[src/rtl/calc_add_ctrl.sv]
// calc_add_ctrl: key-driven sequencer feeding the shared 4-bit calculator adder and latching its sum
module calc_add_ctrl #(
  parameter int EXEC_CYCLES = 1
) (
  input  logic       i_clk,
  input  logic       i_rst_n,
  input  logic       i_key_num_valid,
  input  logic [3:0] i_key_num,
  input  logic       i_key_plus,
  input  logic       i_key_eq,
  input  logic       i_key_clr,
  output logic [3:0] o_add_a,
  output logic [3:0] o_add_b,
  input  logic [5:0] i_add_sum,
  output logic [5:0] o_result,
  output logic       o_result_valid,
  output logic       o_busy,
  output logic       o_err,
  output logic [5:0] o_disp_data,
  output logic [2:0] o_state
);
  typedef enum logic [2:0] {
    S_IDLE = 3'd0,
    S_A    = 3'd1,
    S_BW   = 3'd2,
    S_B    = 3'd3,
    S_EXEC = 3'd4,
    S_DONE = 3'd5,
    S_ERR  = 3'd6
  } state_t;
  localparam logic [3:0] CNT_INIT = 4'(EXEC_CYCLES - 1);
  state_t     r_state, w_state_nxt;
  logic [3:0] r_cnt, w_cnt_nxt;
  logic [3:0] r_add_a, w_add_a_nxt;
  logic [3:0] r_add_b, w_add_b_nxt;
  logic [5:0] r_result, w_result_nxt;
  logic       r_result_valid, w_result_valid_nxt;
  logic       w_eq, w_plus, w_num;
  // Only the highest-priority key acts: CLR > EQ > PLUS > NUM
  assign w_eq   = i_key_eq & ~i_key_clr;
  assign w_plus = i_key_plus & ~i_key_eq & ~i_key_clr;
  assign w_num  = i_key_num_valid & ~i_key_plus & ~i_key_eq & ~i_key_clr;
  // State and datapath registers, cleared asynchronously
  always_ff @(posedge i_clk or negedge i_rst_n) begin
    if (!i_rst_n) begin
      r_state        <= S_IDLE;
      r_cnt          <= '0;
      r_add_a        <= '0;
      r_add_b        <= '0;
      r_result       <= '0;
      r_result_valid <= 1'b0;
    end else begin
      r_state        <= w_state_nxt;
      r_cnt          <= w_cnt_nxt;
      r_add_a        <= w_add_a_nxt;
      r_add_b        <= w_add_b_nxt;
      r_result       <= w_result_nxt;
      r_result_valid <= w_result_valid_nxt;
    end
  end
  // Next-state and register updates driven by the decoded key
  always_comb begin
    w_state_nxt        = r_state;
    w_cnt_nxt          = r_cnt;
    w_add_a_nxt        = r_add_a;
    w_add_b_nxt        = r_add_b;
    w_result_nxt       = r_result;
    w_result_valid_nxt = 1'b0;
    if (i_key_clr) begin
      w_state_nxt  = S_IDLE;
      w_add_a_nxt  = '0;
      w_add_b_nxt  = '0;
      w_result_nxt = '0;
    end else begin
      case (r_state)
        S_IDLE: if (w_num) begin
          w_add_a_nxt = i_key_num;
          w_state_nxt = S_A;
        end
        S_A: begin
          if (w_num) w_add_a_nxt = i_key_num;
          if (w_plus) w_state_nxt = S_BW;
        end
        S_BW: if (w_num) begin
          w_add_b_nxt = i_key_num;
          w_state_nxt = S_B;
        end
        S_B: begin
          if (w_num) w_add_b_nxt = i_key_num;
          if (w_eq) begin
            w_cnt_nxt   = CNT_INIT;
            w_state_nxt = S_EXEC;
          end
        end
        S_EXEC: begin
          if (r_cnt != 4'd0) w_cnt_nxt = r_cnt - 4'd1;
          else begin
            w_result_nxt       = i_add_sum;
            w_result_valid_nxt = 1'b1;
            w_state_nxt        = S_DONE;
          end
        end
        S_DONE: begin
          if (w_num) begin
            w_add_a_nxt = i_key_num;
            w_add_b_nxt = '0;
            w_state_nxt = S_A;
          end else if (w_plus && r_result <= 6'd15) begin
            w_add_a_nxt = r_result[3:0];
            w_add_b_nxt = '0;
            w_state_nxt = S_BW;
          end else if (w_plus) w_state_nxt = S_ERR;
        end
        S_ERR: w_state_nxt = S_ERR;
        default: w_state_nxt = S_IDLE;
      endcase
    end
  end
  assign o_add_a        = r_add_a;
  assign o_add_b        = r_add_b;
  assign o_result       = r_result;
  assign o_result_valid = r_result_valid;
  assign o_busy         = r_state == S_EXEC;
  assign o_err          = r_state == S_ERR;
  assign o_state        = r_state;
  // Display selection decoded from the current state
  always_comb begin
    o_disp_data = (r_state == S_A || r_state == S_BW) ? {2'b00, r_add_a} :
                  (r_state == S_B || r_state == S_EXEC) ? {2'b00, r_add_b} :
                  (r_state == S_DONE) ? r_result :
                  (r_state == S_ERR) ? 6'h3F : 6'h00;
  end
endmodule

[config.mk]
export PLATFORM = sky130hd
export DESIGN_NAME = calc_add_ctrl
export DESIGN_NICKNAME = d
export VERILOG_FILES = /design/src/rtl/calc_add_ctrl.sv
export SDC_FILE = /design/constraint.sdc
export NUM_CORES = 1
export LEC_CHECK = 0
export CAP_MARGIN = 20
export CORE_AREA = 2 2 41 80
export DETAILED_ROUTE_END_ITERATION = 10
export DIE_AREA = 0 0 43 82
export PLACE_DENSITY_LB_ADDON = 0.08
export SLEW_MARGIN = 10
export SYNTH_ARGS = -nofsm -noshare
export SYNTH_HDL_FRONTEND = slang
export SYNTH_SLANG_ARGS = --single-unit
[constraint.sdc]
create_clock -name i_clk -period 3.7 [get_ports i_clk]
set_input_delay 0.74 -clock i_clk [delete_from_list [all_inputs] [get_ports i_clk]]
set_output_delay 0.74 -clock i_clk [all_outputs]
set_load 0.005 [all_outputs]
==> metrics.txt <==
top cells by area, synth dfrtp_1 (40%), nand2_1 (5.2%), a21oi_1 (3.6%), nand3_1 (3.3%), mux2_2 (3.3%); Pleak 0.7275 nW; Clock power frac between 30% and 40%; post-CTS setup buffer count 0; Die Width 43 um; Crit Path Max Fanout 33; fin. max-slew vios 0; post-route cell area between 1500 and 2000 um2; Sw Pwr 0.0002200 W; Clock Skew between 2 and 3 ps; DRT Pass-1 Iters 4; fill cell total of the finished layout between 200 and 300; die height ~80 um; fmax 310.5 MHz; largest net degree at the start of global routing 34; # IOs 42; post-CTS sizing 0; Tmin final 3221 ps; Initial Utilization 46.81%; ratio of cells with drive above 1 in the final layout 7.895%; Tot Pwr 0.0007257 W; Top FF cell, synth dfrtp_1; WS Path Type flop to output pin; clock root cell clkbuf_8; grt total ovfl 0; Slew HR 36.53%; cts hold-fix bufs 0; Netlist Area Pre-Place 1378 um2; core area 2943 um2; crit path capture type output pin; number of max-cap violations 0; Routed Antenna Nets 0; Peak VDD IR 0.0003444 V; DP HPWL 2887 um; All-Layer GR Usage between 20% and 30%; wirelength, routed ~3800 um; internal power just over 0.0005 W; final setup vio count 0; CTS tree yes; Tcrit/Tclk final between 80% and 90%; clk_lat worst skew 270 ps; top cells by count, synth dfrtp_1 (22), nand2_1 (19), a21oi_1 (10); Flop pwr share 42.4%; synthesized area per cell between 9 and 10 um2; register bit count reported by yosys 22; Num CTS Buffers 3; H-tree depth 1; RD Place Congestion 0.8565; Final Net Count about 210; YS warnings 0; crit path DAT roughly 2500 ps; Yosys top cell by area dfrtp_1; cell row count 28; CTS clk-pin slew, worst paths 80 ps; Fin. Hold Viols 0; vias in the first global route 1355; Routed wire per std cell 17.43 um; post-synth cell types 43; Final TNS setup 0 ps; ys async rst share 100.0%; Pwr Density 387.4 nW/um2; EDFF count, synth 0; Yosys top cell area share 39.96%; routed vias 1367; register area share after synthesis ~40%; Iteration-0 DRC Markers 30; RSZ-0062 raised after global routing false; Synth Instances 152; critical path startpoint category flop; n_diodes 0; Syn Nets 170; vias per cell 6.214; Min-Delay Path Class flop to flop; measured slew at the worst slew-check pin 952.0 ps; Crit path required time just under 3000 ps; status complete, no violations; first-pass GRT wire length 6506 um; Port Buffers 41; die footprint 3526 um2; CTS sink count 22; DRC violation count after routing 0; count leader, synth dfrtp_1; Placed Instance Area roughly 1800 um2; sw frac 30.32%; Logic pwr share 26.0%; Layout area overhead 35.97%; CTS Buffer Depth 2; antenna violations before repair 0
cell type report:
class / count / area (um2) / area share (%)
clock buffers: 3 / 41.29 / 2.204
clock inverters: 1 / 30.03 / 1.603
inverters: 5 / 18.77 / 1.002
multi-input cells: 116 / 762.0 / 40.68
flip-flops and latches: 22 / 550.5 / 29.39
well taps: 30 / 37.54 / 2.004
repair buffers: 43 / 432.9 / 23.11
path summary, 6_finish.rpt:
| kind | from | end | slack [ps] | cells past startpoint |
|---|---|---|---|---|
| max in group asynchronous | i_rst_n | o_add_b[2] | 2470 | 2 |
| worst min register to register | r_cnt[0] | r_cnt[0] | 510 | 1 |
| min in group asynchronous | i_rst_n | o_add_b[0] | 780 | 1 |
| worst min-delay path | r_cnt[0] | r_cnt[0] | 510 | 1 |
| worst max register to register | o_state[2] | r_cnt[3] | 1450 | 4 |
| worst max-delay path | o_state[2] | o_disp_data[3] | 480 | 4 |
per-layer routing:
layer / track usage, % / wire length [um] / share of wire [%]
met1: 27.93 / 1445 / 38
met2: 43.03 / 2165 / 56
met3: 2.637 / 121 / 3.2
met4: 10.91 / 103 / 2.7
met5: 0 / 0 / 0
worst max-delay path: stages (launching register included):
cell and delay, ps:
dfrtp_1 970, mux2_2 410, a221oi_1 290, a31oi_1 60
clkdlybuf4s50_1 460
per-stage QoR:
| step | util [%] | hold WS (ps) | setup slack (ps) | cells |
|---|---|---|---|---|
| final | 63.65 | 511.9 | 479.3 | 220 |
| after detailed placement | 60.71 | 503.7 | 817.2 | 215 |
| after global routing | 63.65 | 527.0 | 338.3 | 220 |
| after global placement | 60.71 | 486.8 | 846.4 | 215 |
| after CTS | 63.14 | 518.6 | 511.5 | 219 |
| after floorplan | - | 444.4 | 1613 | 152 |
power by group through the flow:
stage	combinational, W	sequential [W]	clock, W
after CTS	0.000188	0.000307	0.000232
after floorplan	0.000126	0.000293	0
after global routing	0.000215	0.000312	0.000237
after global placement	0.000184	0.000309	0
final	0.000189	0.000307	0.000229
after detailed placement	0.000188	0.000312	0
sequential cells by signal, indices dropped and copies added (netlist names):
register and count:
o_state 3, o_add_a 4, o_result_valid 1, o_result 6, o_add_b 4, r_cnt 4
cells by family after synthesis:
kind of cell    share of synthesized area (%)
simple gates                            22.62
compound gates                          24.70
flops                                   39.96
buf+inv                                 4.722
mux                                     6.176
fa+ha+maj                               1.816
layout by cell type, fill, tap and decap left out, drive strengths merged, types with 5 or more instances in the layout:
cell           Yosys  layout
clkdlybuf4s50      0      41
dfrtp             22      22
nand2             19      19
o21ai             11      11
a21oi             10      10
nand3              9       9
nor2               5       5
a31oi              5       5
nor3               5       5
inv                5       5
No activity file was read; power rests on OpenSTA's default activity.
==> RTL edit 1: new RTL, same settings <==
Add an input register stage for `i_key_num_valid`, `i_key_num`, `i_key_plus`, `i_key_eq`, `i_key_clr` and `i_add_sum`, with the module's reset; this delays them by one clock.
--- a/src/rtl/calc_add_ctrl.sv
+++ b/src/rtl/calc_add_ctrl.sv
@@ -29,6 +29,32 @@
     S_ERR  = 3'd6
   } state_t;
   localparam logic [3:0] CNT_INIT = 4'(EXEC_CYCLES - 1);
+
+  logic i_key_num_valid_q;
+  logic [3:0] i_key_num_q;
+  logic i_key_plus_q;
+  logic i_key_eq_q;
+  logic i_key_clr_q;
+  logic [5:0] i_add_sum_q;
+
+  always_ff @(posedge i_clk or negedge i_rst_n) begin
+    if (!i_rst_n) begin
+      i_key_num_valid_q <= '0;
+      i_key_num_q       <= '0;
+      i_key_plus_q      <= '0;
+      i_key_eq_q        <= '0;
+      i_key_clr_q       <= '0;
+      i_add_sum_q       <= '0;
+    end else begin
+      i_key_num_valid_q <= i_key_num_valid;
+      i_key_num_q       <= i_key_num;
+      i_key_plus_q      <= i_key_plus;
+      i_key_eq_q        <= i_key_eq;
+      i_key_clr_q       <= i_key_clr;
+      i_add_sum_q       <= i_add_sum;
+    end
+  end
+
   state_t     r_state, w_state_nxt;
   logic [3:0] r_cnt, w_cnt_nxt;
   logic [3:0] r_add_a, w_add_a_nxt;
@@ -37,9 +63,9 @@
   logic       r_result_valid, w_result_valid_nxt;
   logic       w_eq, w_plus, w_num;
   // Only the highest-priority key acts: CLR > EQ > PLUS > NUM
-  assign w_eq   = i_key_eq & ~i_key_clr;
-  assign w_plus = i_key_plus & ~i_key_eq & ~i_key_clr;
-  assign w_num  = i_key_num_valid & ~i_key_plus & ~i_key_eq & ~i_key_clr;
+  assign w_eq   = i_key_eq_q & ~i_key_clr_q;
+  assign w_plus = i_key_plus_q & ~i_key_eq_q & ~i_key_clr_q;
+  assign w_num  = i_key_num_valid_q & ~i_key_plus_q & ~i_key_eq_q & ~i_key_clr_q;
   // State and datapath registers, cleared asynchronously
   always_ff @(posedge i_clk or negedge i_rst_n) begin
     if (!i_rst_n) begin
@@ -66,7 +92,7 @@
     w_add_b_nxt        = r_add_b;
     w_result_nxt       = r_result;
     w_result_valid_nxt = 1'b0;
-    if (i_key_clr) begin
+    if (i_key_clr_q) begin
       w_state_nxt  = S_IDLE;
       w_add_a_nxt  = '0;
       w_add_b_nxt  = '0;
@@ -74,19 +100,19 @@
     end else begin
       case (r_state)
         S_IDLE: if (w_num) begin
-          w_add_a_nxt = i_key_num;
+          w_add_a_nxt = i_key_num_q;
           w_state_nxt = S_A;
         end
         S_A: begin
-          if (w_num) w_add_a_nxt = i_key_num;
+          if (w_num) w_add_a_nxt = i_key_num_q;
           if (w_plus) w_state_nxt = S_BW;
         end
         S_BW: if (w_num) begin
-          w_add_b_nxt = i_key_num;
+          w_add_b_nxt = i_key_num_q;
           w_state_nxt = S_B;
         end
         S_B: begin
-          if (w_num) w_add_b_nxt = i_key_num;
+          if (w_num) w_add_b_nxt = i_key_num_q;
           if (w_eq) begin
             w_cnt_nxt   = CNT_INIT;
             w_state_nxt = S_EXEC;
@@ -95,14 +121,14 @@
         S_EXEC: begin
           if (r_cnt != 4'd0) w_cnt_nxt = r_cnt - 4'd1;
           else begin
-            w_result_nxt       = i_add_sum;
+            w_result_nxt       = i_add_sum_q;
             w_result_valid_nxt = 1'b1;
             w_state_nxt        = S_DONE;
           end
         end
         S_DONE: begin
           if (w_num) begin
-            w_add_a_nxt = i_key_num;
+            w_add_a_nxt = i_key_num_q;
             w_add_b_nxt = '0;
             w_state_nxt = S_A;
           end else if (w_plus && r_result <= 6'd15) begin
Check against the original RTL: not equivalent (Yosys sat finds a counterexample within 4 cycles, from zero or initial values and one cycle with i_rst_n low).
==> RTL edit 1 against the original RTL <==
Cell area grew 26%; critical path depth grew 1; area after synthesis grew 34%; setup slack gained 5.3 ps; wire length grew 27%; power grew 30%; sequential cell count grew 14; clock skew grew 3.2 ps; largest power group unchanged.
==> RTL edit 1: results (changes against the original RTL) <==
By count the netlist is led by sky130_fd_sc_hd__dfrtp_1, sky130_fd_sc_hd__nand2_1, sky130_fd_sc_hd__a21oi_1. The layout inverter count without the clock tree is 6 (+1). Reg-to-reg setup timing slack: 1520 ps (+70 ps).

The transition at the pin with the smallest max-transition slack is 813.0 ps (-139.0 ps). The path with the worst hold slack has its endpoint at o_result[2]. For the sequential cell area, the log shows 900.9 um2 (+64%). The routed via count divided by cell count was 6.532 (+5.1%); the final hold slack was 511.7 ps (-0.1540 ps). The non-clock buffer instance count of the final layout works out to 42 (-2.3%). The number of multi-input combinational cells was 128 (+10%).

The run finished with clean final reports. The startpoint identified for the worst register-to-register timing path is o_state[1]. The run gives 29.80% (+5.8 points) as the global-route usage over all layers. The kind of cell with the highest combined delay along the critical path is buffers and inverters. Share of the final layout cell area in multi-input gates: 37.18% (-3.5 points). The run gives 5.798 ps (+3.236 ps) as the largest clock skew in the final design. The latest clock arrival within the worst-skew pair is 290 ps (+20 ps), and the largest net degree at the start of global routing is 37 (+8.8%).

The tools report the part of the Yosys area used for sequential elements as 48.81% (+8.8 points). The sum of routed wire length over all layers was 4.860 mm (+27%); the fraction of the mapped netlist area in compound gates was 20.88% (-3.8 points). The ratio of cells with drive above 1 in the final layout was 11.82% (+3.9 points); the fraction of cell area in non-clock buffers was 17.66% (-5.5 points). The largest vdd supply drop is 0.4637 mV (+35%). Worst reg2reg path endpoint: o_add_a[2]. The logs give 200 (-22%) for the total of fill cells in the finished design and 848.8 ps (+31.58 ps) for the worst setup slack before clock tree synthesis. The tools report the leakage power as 0.9642 nW (+33%). Yosys attributes the largest share of cell area to sky130_fd_sc_hd__dfrtp_1, sky130_fd_sc_hd__mux2_2, sky130_fd_sc_hd__a21oi_1. The number of non-filler instances in the completed layout came out at 250 (+14%). The critical path ends at o_disp_data[1]. The maximum cell stage delay along the critical path works out to 640 ps (-330 ps).

The multiplexer share of the synthesized area is 5.966% (-0.21 points). The wire length of the first global-routing pass is 7.569 mm (+16%). The routability congestion estimate from global placement was 0.9085 (+6.1%); the biggest fanout along the worst timing path was 18 (-45%).

The hold path depth was 2 (+1). The worst hold path begins at i_add_sum_q[2]. The clock buffer count was 6 (+3); the upper clock frequency limit was 311.0 MHz (+0.17%).
-- RTL edit 1: cell types whose count changed in the layout (fill, tap and decap cells not counted), moves of 4 or more --
cell	change
sky130_fd_sc_hd__dfrtp_1	+14
sky130_fd_sc_hd__a21oi_1	+5
sky130_fd_sc_hd__o21bai_1	+5
sky130_fd_sc_hd__mux2_2	+4
sky130_fd_sc_hd__nand3_1	+4
sky130_fd_sc_hd__nor2b_1	+4
sky130_fd_sc_hd__o211ai_1	+4
sky130_fd_sc_hd__o2bb2ai_1	-4
-- RTL edit 1: power by group --
| group | internal, W | switching (W) |
|---|---|---|
| clock | 0.000200 | 0.000139 |
| combinational | 0.0000926 | 0.0000697 |
| sequential | 0.000409 | 0.0000364 |
| total | 0.000701 | 0.000245 |
-- RTL edit 1: routing by layer --
metal | global-route usage [%] | routed length [um] | up-vias
met1 | 30.16 | 1683 | 803
li1 | - | - | 742
met3 | 6.593 | 195 | 18
met4 | 19.09 | 203 | 0
met2 | 53.48 | 2777 | 70
met5 | 0 | 0 | -
==> RTL edit 2: new RTL, same flow settings <==
Without the edit above. Reset style: synchronous (`i_rst_n`), changed in one clocked block. Comments in the files are not updated.
--- a/src/rtl/calc_add_ctrl.sv
+++ b/src/rtl/calc_add_ctrl.sv
@@ -41,7 +41,7 @@
   assign w_plus = i_key_plus & ~i_key_eq & ~i_key_clr;
   assign w_num  = i_key_num_valid & ~i_key_plus & ~i_key_eq & ~i_key_clr;
   // State and datapath registers, cleared asynchronously
-  always_ff @(posedge i_clk or negedge i_rst_n) begin
+  always_ff @(posedge i_clk) begin
     if (!i_rst_n) begin
       r_state        <= S_IDLE;
       r_cnt          <= '0;
Check against the original RTL: differs if i_rst_n is asserted again (counterexample within 4 cycles, from zero or initial values and one cycle with i_rst_n low); with i_rst_n held inactive, the same outputs for 10 cycles.
==> RTL edit 2 against the original RTL <==
Cell area down 5.0%; global-route usage down 1.4 points; wire length down 4.4%; area after synthesis down 3.1%; sequential cell count unchanged; setup slack better by 38 ps; critical path type unchanged; critical endpoint is now o_disp_data[0]; largest cell class unchanged.
Power is not compared: it rests on default switching activity, and its combinational part moved more than twofold at a synthesized area within 25%.
==> RTL edit 2: results (changes against the original RTL) <==
The run finished with clean final reports. For the global-route usage over all layers, the log shows 22.52% (-1.4 points). In this run the critical register-to-register path is captured at o_result[0]. After synthesis, the most frequently instantiated cells are sky130_fd_sc_hd__dfxtp_1, sky130_fd_sc_hd__nor2_1, sky130_fd_sc_hd__a21oi_1.

The tools report the relative max-transition margin as 37.76% (+1.2 points). The detailed-placement wirelength estimate is 2.813 mm (-2.6%), and the part of the Yosys area used for sequential elements is 32.99% (-7.0 points). The routed via count divided by cell count came out at 5.861 (-5.7%). The async set-or-reset flop fraction in the synthesized netlist is 0% (-100 points).

The biggest fanout along the worst timing path came out at 26 (-21%). The arrival time of data at the critical path endpoint was 2440 ps (-40 ps). The ratio of cells with drive above 1 in the final layout is 5.699% (-2.2 points). The most critical setup path has its endpoint at o_disp_data[0]. The reg-to-reg setup timing slack came out at 1630 ps (+180 ps). The tools report the net count after synthesis as 175 (+2.9%). The worst setup slack before clock tree synthesis is 822.2 ps (+5.029 ps), and the routability congestion estimate from global placement is 0.8709 (+1.7%). The number of buffers added on ports was 41 (unchanged); the sum of routed wire length over all layers was 3.665 mm (-4.4%).

The number of nets in the layout was 212 (+1.4%); the clock transition time at the flip-flop clock pins of the worst setup and hold paths was 80 ps (about the same). Number of global-route vias before repair: 1303 (-3.8%). The number of design rule violations left after detail routing was 0 (unchanged). The tools report the largest clock skew in the final design as 5.057 ps (+2.495 ps). The minimum clock period was 3183 ps (-37.80 ps); the distinct cell type count after synthesis was 44 (+2.3%).

The largest net degree at the start of global routing is 27 (-21%). The logs give 43 (+43%) for the initial DRC count and 223 (+1.4%) for the number of non-filler instances in the completed layout. The synthesized instance count was 157 (+3.3%).

In the post-synthesis netlist, the biggest area contributors are sky130_fd_sc_hd__dfxtp_1, sky130_fd_sc_hd__mux2i_1, sky130_fd_sc_hd__a21oi_1. Wire length of the first global-routing pass: 6.030 mm (-7.3%). The worst hold path belongs to the class reg -> reg. The worst register-to-register path begins at o_state[1]. Summed over all cells, the static leakage comes to 0.7093 nW. The CTS buffer count was 3 (unchanged). Buffer depth of the longest clock path: 2 (unchanged).

The cell type with the largest total area after synthesis was sky130_fd_sc_hd__dfxtp_1. The number of search-and-repair iterations in the first detailed-routing pass was 4 (unchanged).
[RTL edit 2: changes by cell type in the layout (fill, tap and decap cells not counted), sizes merged, moves of 3 or more]
cell,change
a221oi,-3
nand2,-14
a21oi,+6
o2bb2ai,-4
nor2b,+6
nand3,-7
mux2,-4
dfrtp,-22
o31ai,+4
dfxtp,+22
nor2,+14
mux2i,+8
[RTL edit 2: worst max-delay path, cell delays in order (launching register included)]
cell	delay, ps
sky130_fd_sc_hd__dfxtp_1	940
sky130_fd_sc_hd__nor2b_1	200
sky130_fd_sc_hd__a21bo_1	260
sky130_fd_sc_hd__a22oi_1	180
sky130_fd_sc_hd__o21ai_1	110
sky130_fd_sc_hd__clkdlybuf4s50_1	480
[RTL edit 2: cell families (layout without fill, tap and decap cells)]
logic type | after synthesis | count (layout) | share of synthesized area (%)
AND/OR/NAND/NOR | 54 | 54 | 25.21
AO/OA/AOI/OAI | 50 | 50 | 23.90
flip-flops | 22 | 22 | 32.99
buffers and inverters | 16 | 52 | 6.373
multiplexers | 12 | 12 | 8.998
adder cells (fa/ha/maj) | 2 | 2 | 1.874
XOR/XNOR | 1 | 1 | 0.6562
[RTL edit 2: layout make-up]
type | instances | area [um2]
Clock buffer | 4 | 55.05
Fill cell | 275 | 1164
Inverter | 7 | 26.28
Multi-Input combinational cell | 119 | 809.5
Sequential cell | 22 | 440.4
Tap cell | 30 | 37.54
Timing Repair Buffer | 41 | 410.4
[RTL edit 2: per-layer routing]
metal | vias to the layer above | GRT usage [%] | part of all wire, %
li1 | 638 | - | -
met1 | 618 | 23.32 | 38
met2 | 41 | 42.88 | 56
met3 | 10 | 2.637 | 4.0
met4 | 0 | 11.52 | 2.6
met5 | - | 0 | 0
[RTL edit 2: worst min-delay path by stage]
stage	end	cells after the start	start
finish	r_cnt[1]	2	r_cnt[1]
global route	r_cnt[1]	2	r_cnt[1]
CTS	r_cnt[1]	2	r_cnt[1]
detailed placement	r_cnt[1]	2	r_cnt[1]
global placement	r_cnt[0]	1	r_cnt[0]
floorplan	r_cnt[1]	2	r_cnt[1]
[RTL edit 2: report_power, final]
| part | leakage [nW] | internal (W) | switching, W | total [W] |
|---|---|---|---|---|
| sequential | 0.177 | 0.000237 | 0.00000144 | 0.000239 |
| clock | 0.0288 | 0.0000950 | 0.0000815 | 0.000177 |
| combinational | 0.503 | 0.0000228 | 0.0000180 | 0.0000408 |
| total | 0.709 | 0.000355 | 0.000101 | 0.000456 |
[RTL edit 2: through the flow]
step | instance area, um2 | hold WS (ps)
after CTS | 1779 | 492.6
after global routing | 1779 | 512.3
final | 1779 | 484.6
after floorplan | 1335 | 444.4
after detailed placement | 1724 | 478.9
after global placement | 1724 | 468.8
